===== config.mk =====
export PLATFORM = sky130hd
export DESIGN_NAME = dram_arbiter
export DESIGN_NICKNAME = d
export VERILOG_FILES = /design/src/rtl/dram_arbiter.sv
export SDC_FILE = /design/constraint.sdc
export NUM_CORES = 2
export LEC_CHECK = 0
export ABC_AREA = 1
export CAP_MARGIN = 20
export CORE_AREA = 2 2 763 765
export CTS_CLUSTER_DIAMETER = 50
export CTS_CLUSTER_SIZE = 20
export DETAILED_ROUTE_END_ITERATION = 10
export DIE_AREA = 0 0 765 767
export DONT_BUFFER_PORTS = 1
export MAX_ROUTING_LAYER = met4
export PLACE_DENSITY = 0.37
export SETUP_SLACK_MARGIN = 0.2
export SYNTH_ARGS = -nofsm -noshare
export SYNTH_HDL_FRONTEND = slang
export SYNTH_SLANG_ARGS = --single-unit

===== constraint.sdc =====
create_clock -name clk -period 4.9 [get_ports clk]
set_input_delay 1.47 -clock clk [delete_from_list [all_inputs] [get_ports clk]]
set_output_delay 1.47 -clock clk [all_outputs]
set_load 0.01 [all_outputs]

===== src/rtl/dram_arbiter.sv =====
// Round-robin arbiter sharing one 8-lane DRAM port between two requesters; request->dram_en 2 cycles, last lane->ri_valid 1 cycle.
// No backpressure: one pending slot per requester, a request arriving while its slot is busy is dropped and flagged in err.
module dram_arbiter #(
  parameter int LANES = 8,
  parameter int AW    = 64
) (
  input  logic                  clk,
  input  logic                  reset,
  input  logic [LANES-1:0]      r0_en,
  input  logic                  r0_rdwr,
  input  logic [LANES*AW-1:0]   r0_addr,
  input  logic [LANES*8-1:0]    r0_wdata,
  output logic [LANES-1:0]      r0_valid,
  output logic [LANES*8-1:0]    r0_data,
  input  logic [LANES-1:0]      r1_en,
  input  logic                  r1_rdwr,
  input  logic [LANES*AW-1:0]   r1_addr,
  input  logic [LANES*8-1:0]    r1_wdata,
  output logic [LANES-1:0]      r1_valid,
  output logic [LANES*8-1:0]    r1_data,
  output logic [LANES-1:0]      dram_en,
  output logic                  dram_rdwr,
  output logic [LANES*AW-1:0]   dram_addr,
  output logic [LANES*8-1:0]    dram_wdata,
  input  logic [LANES-1:0]      dram_valid,
  input  logic [LANES*8-1:0]    dram_data,
  output logic                  busy,
  output logic [1:0]            err
);

  localparam logic [0:0] STATE_IDLE = 1'b0;
  localparam logic [0:0] STATE_WAIT = 1'b1;

  logic [0:0]           state;
  logic                 owner;
  logic                 last_grant;
  logic [1:0]           pend;
  logic [LANES-1:0]     slot_mask  [2];
  logic [1:0]           slot_rdwr;
  logic [LANES*AW-1:0]  slot_addr  [2];
  logic [LANES*8-1:0]   slot_wdata [2];
  logic [LANES-1:0]     mask;
  logic [LANES-1:0]     collected;
  logic [LANES*8-1:0]   rbuf;

  logic [LANES-1:0]     req_en    [2];
  logic [1:0]           req_rdwr;
  logic [LANES*AW-1:0]  req_addr  [2];
  logic [LANES*8-1:0]   req_wdata [2];

  logic                 gnt_vld;
  logic                 gnt_id;
  logic [LANES-1:0]     new_lanes;
  logic [LANES*8-1:0]   rbuf_nxt;
  logic                 done;

  always_comb begin
    req_en[0]    = r0_en;
    req_en[1]    = r1_en;
    req_rdwr     = {r1_rdwr, r0_rdwr};
    req_addr[0]  = r0_addr;
    req_addr[1]  = r1_addr;
    req_wdata[0] = r0_wdata;
    req_wdata[1] = r1_wdata;
  end

  // Only first arrival of each masked lane counts; the buffer is cleared at grant so unmasked bytes read as 0.
  always_comb begin
    gnt_vld   = (state == STATE_IDLE) && (pend != 2'b00);
    gnt_id    = (pend == 2'b11) ? ~last_grant : pend[1];
    new_lanes = (state == STATE_WAIT) ? (dram_valid & mask & ~collected) : '0;
    rbuf_nxt  = rbuf;
    for (int l = 0; l < LANES; l++) begin
      if (new_lanes[l]) rbuf_nxt[l*8 +: 8] = dram_data[l*8 +: 8];
    end
    done = (state == STATE_WAIT) && ((collected | new_lanes) == mask);
  end

  assign busy = (pend != 2'b00) || (state == STATE_WAIT);

  always_ff @(posedge clk or negedge reset) begin
    if (!reset) begin
      state      <= STATE_IDLE;
      owner      <= 1'b0;
      last_grant <= 1'b1;
      pend       <= 2'b00;
      slot_rdwr  <= 2'b11;
      for (int i = 0; i < 2; i++) begin
        slot_mask[i]  <= '0;
        slot_addr[i]  <= '0;
        slot_wdata[i] <= '0;
      end
      mask       <= '0;
      collected  <= '0;
      rbuf       <= '0;
      dram_en    <= '0;
      dram_rdwr  <= 1'b1;
      dram_addr  <= '0;
      dram_wdata <= '0;
      r0_valid   <= '0;
      r0_data    <= '0;
      r1_valid   <= '0;
      r1_data    <= '0;
      err        <= 2'b00;
    end else begin
      dram_en  <= '0;
      r0_valid <= '0;
      r1_valid <= '0;

      // A slot stays pending until its transaction completes, which also covers the in-flight case.
      for (int i = 0; i < 2; i++) begin
        if (req_en[i] != '0) begin
          if (pend[i]) begin
            err[i] <= 1'b1;
          end else begin
            pend[i]       <= 1'b1;
            slot_mask[i]  <= req_en[i];
            slot_rdwr[i]  <= req_rdwr[i];
            slot_addr[i]  <= req_addr[i];
            slot_wdata[i] <= req_wdata[i];
          end
        end
      end

      if (gnt_vld) begin
        dram_en    <= slot_mask[gnt_id];
        dram_rdwr  <= slot_rdwr[gnt_id];
        dram_addr  <= slot_addr[gnt_id];
        dram_wdata <= slot_wdata[gnt_id];
        owner      <= gnt_id;
        last_grant <= gnt_id;
        mask       <= slot_mask[gnt_id];
        collected  <= '0;
        rbuf       <= '0;
        state      <= STATE_WAIT;
      end

      if (state == STATE_WAIT) begin
        collected <= collected | new_lanes;
        rbuf      <= rbuf_nxt;
        if (done) begin
          state       <= STATE_IDLE;
          pend[owner] <= 1'b0;
          if (owner) begin
            r1_valid <= mask;
            r1_data  <= rbuf_nxt;
          end else begin
            r0_valid <= mask;
            r0_data  <= rbuf_nxt;
          end
        end
      end
    end
  end

endmodule

After elaboration in Yosys (flattened, before gate mapping)
Cells that the tools add are included.
{"block": "word_totals", "wordCells": 98, "output_inout_bits": 732, "in_bits": 1244, "ff_bits": 1986}
{"block": "classes", "n_mux": 41, "n_reduce_logical": 14, "magnitude_cmp": 4, "n_eq_ne": 2, "n_bitwise": 12}
{"operator": "$mux W512", "n": 3}
{"operator": "$mux W64", "n": 5}
{"operator": "$mux W8", "n": 21}
{"operator": "$and A8 B8 Y8", "n": 2}
{"operator": "$reduce_bool A8 Y1", "n": 2}
{"operator": "$mux W1", "n": 9}
{"operator": "$eq A8 B8 Y1", "n": 1}
{"operator": "$not A8 Y8", "n": 1}
{"operator": "$or A8 B8 Y8", "n": 1}
{"operator": "$reduce_and A2 Y1", "n": 4}
{"operator": "$reduce_and A3 Y1", "n": 2}
{"operator": "$not A1 Y1", "n": 5}
{"operator": "$lt A1 B2 Y1 const B", "n": 2}
{"operator": "$mux W2", "n": 2}
{"operator": "$reduce_bool A2 Y1", "n": 2}
{"operator": "$logic_and A1 B1 Y1", "n": 3}
{"operator": "$and A2 B2 Y2", "n": 1}
{"operator": "$eq A2 B2 Y1 const B", "n": 1}
{"operator": "$ge A2 B2 Y1 const B", "n": 1}
{"operator": "$not A1 Y2", "n": 1}
{"operator": "$not A2 Y2", "n": 1}
{"operator": "$demux W1 S1", "n": 1}
{"operator": "$ge A1 B1 Y1 const B", "n": 1}
{"operator": "$logic_or A1 B1 Y1", "n": 1}

Depth between registers and ports, before layout
{"block": "logic_depth", "ltp_word": 8, "depth_mapped": 11, "mapped_depth_nobuf": 10}

Worst setup path after synthesis
No wires, ideal clock.
{"block": "synth_timing", "path_type": "input port to flip-flop", "start": "in r1_en[1]", "end": "reg slot_addr[100] (netlist bit)", "path_slack_ns": 2.284, "path_stages": 7, "n_path_buf": 3, "t_arrival_ns": 2.500, "required_ns": 4.783, "setup_ns": 0.117, "cell_sequence": "nor4_1 > nand2_1 > buf_2 > clkbuf_1 > clkbuf_1 > nand3_1 > nand2_1"}
{"block": "synth_via", "elab_chain_cells": 2}
{"item": "from (decl)", "line": "15", "rtl": "input logic [LANES-1:0] r1_en,"}
{"item": "$reduce_bool A8 Y1", "line": "112", "rtl": "if (req_en[i] != '0) begin"}
{"item": "$reduce_and A2 Y1 (no source line)"}
{"item": "to (signal, indexed assignment)", "line": "119", "rtl": "slot_addr[i] <= req_addr[i];"}
{"item": "to (decl)", "line": "40", "rtl": "logic [LANES*AW-1:0] slot_addr [2];"}
No other way between the ends.
A chain may end at the register's enable or synchronous reset.

Worst setup path after layout
{"block": "layout_timing", "start": "reg state", "end": "out busy"}
{"block": "layout_via", "elab_chain_cells": 1}
{"item": "from (decl)", "line": "34", "rtl": "logic [0:0] state;"}
{"item": "from (signal assigned)", "line": "83", "rtl": "state <= STATE_IDLE;"}
{"item": "from (signal assigned)", "line": "135", "rtl": "state <= STATE_WAIT;"}
{"item": "from (signal assigned)", "line": "142", "rtl": "state <= STATE_IDLE;"}
{"item": "$logic_or A1 B1 Y1", "line": "79", "rtl": "assign busy = (pend != 2'b00) || (state == STATE_WAIT);"}
{"item": "to (decl)", "line": "27", "rtl": "output logic busy,"}
No other way between the ends.

==> flow_metrics.env <==
export IMPL_status="finished with violations"
export IMPL_violations="max-slew violations"
export IMPL_reg2reg_to="dram_addr[188]"
export IMPL_clock_sinks=1986
export IMPL_drc=0
export IMPL_drt_iter0_markers=6670
export IMPL_synth_distinct_cells=20
export IMPL_crit_path_max_fanout=40
export IMPL_setup_tns_ps=0
export IMPL_wirelength_um=468000
export IMPL_cts_tree="built"
export IMPL_die_w_um=765
export IMPL_syn_area_per_cell_um2=8.65
export IMPL_finalCritPeriodShare_pct=77.3
export IMPL_finalCriticalPeriod_ps=3790
export IMPL_dieArea_um2=587000
export IMPL_numPortBuffers=0
export IMPL_ys_warn_count=0
export IMPL_placed_cell_area_um2=90200
export IMPL_start_kind="flip-flop"
export IMPL_crit_start="state"
export IMPL_hpwlAfterDp_um=349000
export IMPL_track_usage_pct=15.6
export IMPL_ys_ff_latch=1986
export IMPL_antenna_found_initial=162
export IMPL_grt_overflow_total=0
export IMPL_worst_endpoint_arrival_ps=2320
export IMPL_reg2reg_from="pend[0]"
export IMPL_fillers=65400
export IMPL_crit_type="reg2out"
export IMPL_regToRegSetupSlack_ps=1560
export IMPL_p_total_mw=41.1
export IMPL_routed_via_density=3.98
export IMPL_drive_gt1_share_pct=8.13
export IMPL_gp_congestion=0.905
export IMPL_grt_pass1_wl_um=624000
export IMPL_synth_top_area_share_pct=61.2
export IMPL_core_um2=579000
export IMPL_htree_num_levels=5
export IMPL_relSlewSlack_pct=-8.72
export IMPL_hold_viol=0
export IMPL_synth_area_leaders="dfrtp_1 (61%), nand2_1 (15%), nand3_1 (8.1%)"
export IMPL_area_delta_synth_final_pct=25.5
export IMPL_drtPass1Iterations=6
export IMPL_cts_resized=0
export IMPL_fmax_mhz=264
export IMPL_vias=68900
export IMPL_seq_area_frac_synth_pct=61.3
export IMPL_ios=1976
export IMPL_cp_data_required_time_ps=3430
export IMPL_setup_viol=0
export IMPL_final_hold_worst_slack_ps=461
export IMPL_tightestPinTransition_ps=1630
export IMPL_crit_path_end_kind="primary output"
export IMPL_min_path_type="reg2reg"
export IMPL_start_util_pct=14.0
export IMPL_grt_max_degree=146
export IMPL_wl_per_cell_um=27.0
export IMPL_p_leak_nw=48.1
export IMPL_drv_slew=70
export IMPL_reg2reg_depth=6
export IMPL_fin_worst_skew_ps=82.7
export IMPL_maxCapViolations=0
export IMPL_cts_buffer_depth=4
export IMPL_layout_nets=10400
export IMPL_cts_buffers=317
export IMPL_stdcell_area_um2=102000
export IMPL_rows=280
export IMPL_ir_drop_mv=0.277
export IMPL_yosysTopAreaCell="dfrtp_1"
export IMPL_rsz0062_at_grt="no"
export IMPL_cts_hold_buf=0
export IMPL_cts_setup_buffers=0
export IMPL_crit_path_end="busy"
export IMPL_syn_inst=9374
export IMPL_pwr_density_cell_nw_per_um2=404
export IMPL_grt_pass1_vias=67400
export IMPL_drtAntennaViolNets=0
export IMPL_dieHeight_um=767
export IMPL_syn_cell_area_um2=81000
export IMPL_clk_pin_slew_ps=60
export IMPL_clkLatencyLatePin_ps=920
export IMPL_root_buffer="clkbuf_16"
export IMPL_syn_nets=10600
[worst max-delay path: stages, from the launching register on]
cell     delay [ps]
dfrtp_4         820
inv_1           250
nand2_2         310
[cell usage after synthesis]
master	n
dfstp_2	4
a21o_1	2
buf_1	51
nor2_4	2
nand4_2	7
a21oi_1	74
clkbuf_1	481
buf_4	3
inv_1	81
o21ai_1	228
o22ai_1	8
nor2_1	682
nand2_2	3
dfrtp_1	1982
nor4_1	4
nand2_1	3277
nand3_1	1305
inv_2	5
o21ai_0	999
buf_2	176
[per-layer routing]
| metal | track usage [%] | up-vias | share of wire, % |
|---|---|---|---|
| met5 | - | - | 0 |
| met4 | 4.09 | 0 | 2.9 |
| met3 | 5.44 | 472 | 10 |
| met2 | 22.9 | 2970 | 43 |
| met1 | 20.4 | 35100 | 43 |
| li1 | - | 30300 | - |
[power by group]
| group | total [mW] | internal [mW] | switching (mW) |
|---|---|---|---|
| Sequential | 16.4 | 16.4 | 0.0112 |
| Combinational | 0.459 | 0.0583 | 0.401 |
| Clock | 24.2 | 14.8 | 9.42 |
[worst min-delay path by stage]
| stage | slack [ps] | start | cells after the start | endpoint |
|---|---|---|---|---|
| floorplan | 440 | slot_addr[1000] | 2 | slot_addr[1000] |
| global placement | 450 | slot_addr[911] | 2 | slot_addr[911] |
| detailed placement | 450 | slot_addr[912] | 2 | slot_addr[912] |
| CTS | 450 | reset | 1 | slot_addr[948] |
| global route | 480 | slot_wdata[119] | 2 | slot_wdata[119] |
| finish | 460 | slot_wdata[89] | 2 | slot_wdata[89] |
[placed cells by master (no fill, tap or decap)]
cell type	Yosys	layout
clkbuf_1	481	31
o22ai_1	8	8
inv_1	81	80
clkbuf_16	0	322
inv_16	0	3
dfstp_2	4	4
clkinv_8	0	5
buf_1	51	1
bufinv_16	0	38
buf_4	3	121
clkbuf_4	0	1
nor2_1	682	681
nor2_4	2	3
nor4_1	4	4
o21ai_0	999	999
nand3_1	1305	1305
buf_12	0	64
clkinv_2	0	39
clkbuf_8	0	34
nand2_1	3277	3272
clkinv_4	0	24
diode_2	0	116
nand2_2	3	2
dfrtp_1	1982	1981
a21oi_1	74	74
buf_16	0	1
inv_6	0	35
clkinvlp_4	0	30
inv_8	0	16
inv_2	5	2
a21o_1	2	2
clkinv_16	0	9
nand4_2	7	7
o21ai_1	228	228
dfrtp_4	0	1
nand2_8	0	1
nand2_4	0	5
[flip-flops by register name (all words and copies together) (netlist names), 16 cells and up]
name,flops
r0_data,64
slot_addr,1024
slot_wdata,128
r1_data,64
rbuf,64
dram_wdata,64
dram_addr,512
slot_mask,16
[cell type report]
| type | count | area (µm²) | share of cell area (%) |
|---|---|---|---|
| antenna | 116 | 290 | 0.285 |
| clock buffer | 387 | 8640 | 8.50 |
| clock inverter | 195 | 2630 | 2.58 |
| inverter | 86 | 353 | 0.347 |
| multi-input combinational | 6591 | 28200 | 27.7 |
| sequential | 1986 | 49700 | 48.9 |
| tap | 7755 | 9700 | 9.54 |
| timing repair buffer | 188 | 2230 | 2.19 |
[stage by stage]
| stage | setup slack (ps) | util (%) | cells |
|---|---|---|---|
| after floorplan | 2280 | - | 9374 |
| final | 1110 | 17.6 | 17300 |
| after detailed placement | 956 | 15.6 | 16600 |
| after CTS | 932 | 17.5 | 17200 |
| after global routing | 905 | 17.6 | 17300 |
| after global placement | 1010 | 15.6 | 16600 |
[logic make-up after synthesis]
| group | share of synthesized area [%] |
|---|---|
| buffers and inverters | 3.98 |
| AO/OA/AOI/OAI | 8.11 |
| AND/OR/NAND/NOR | 26.6 |
| flip-flops | 61.3 |
(Power assumes the default switching activity.)
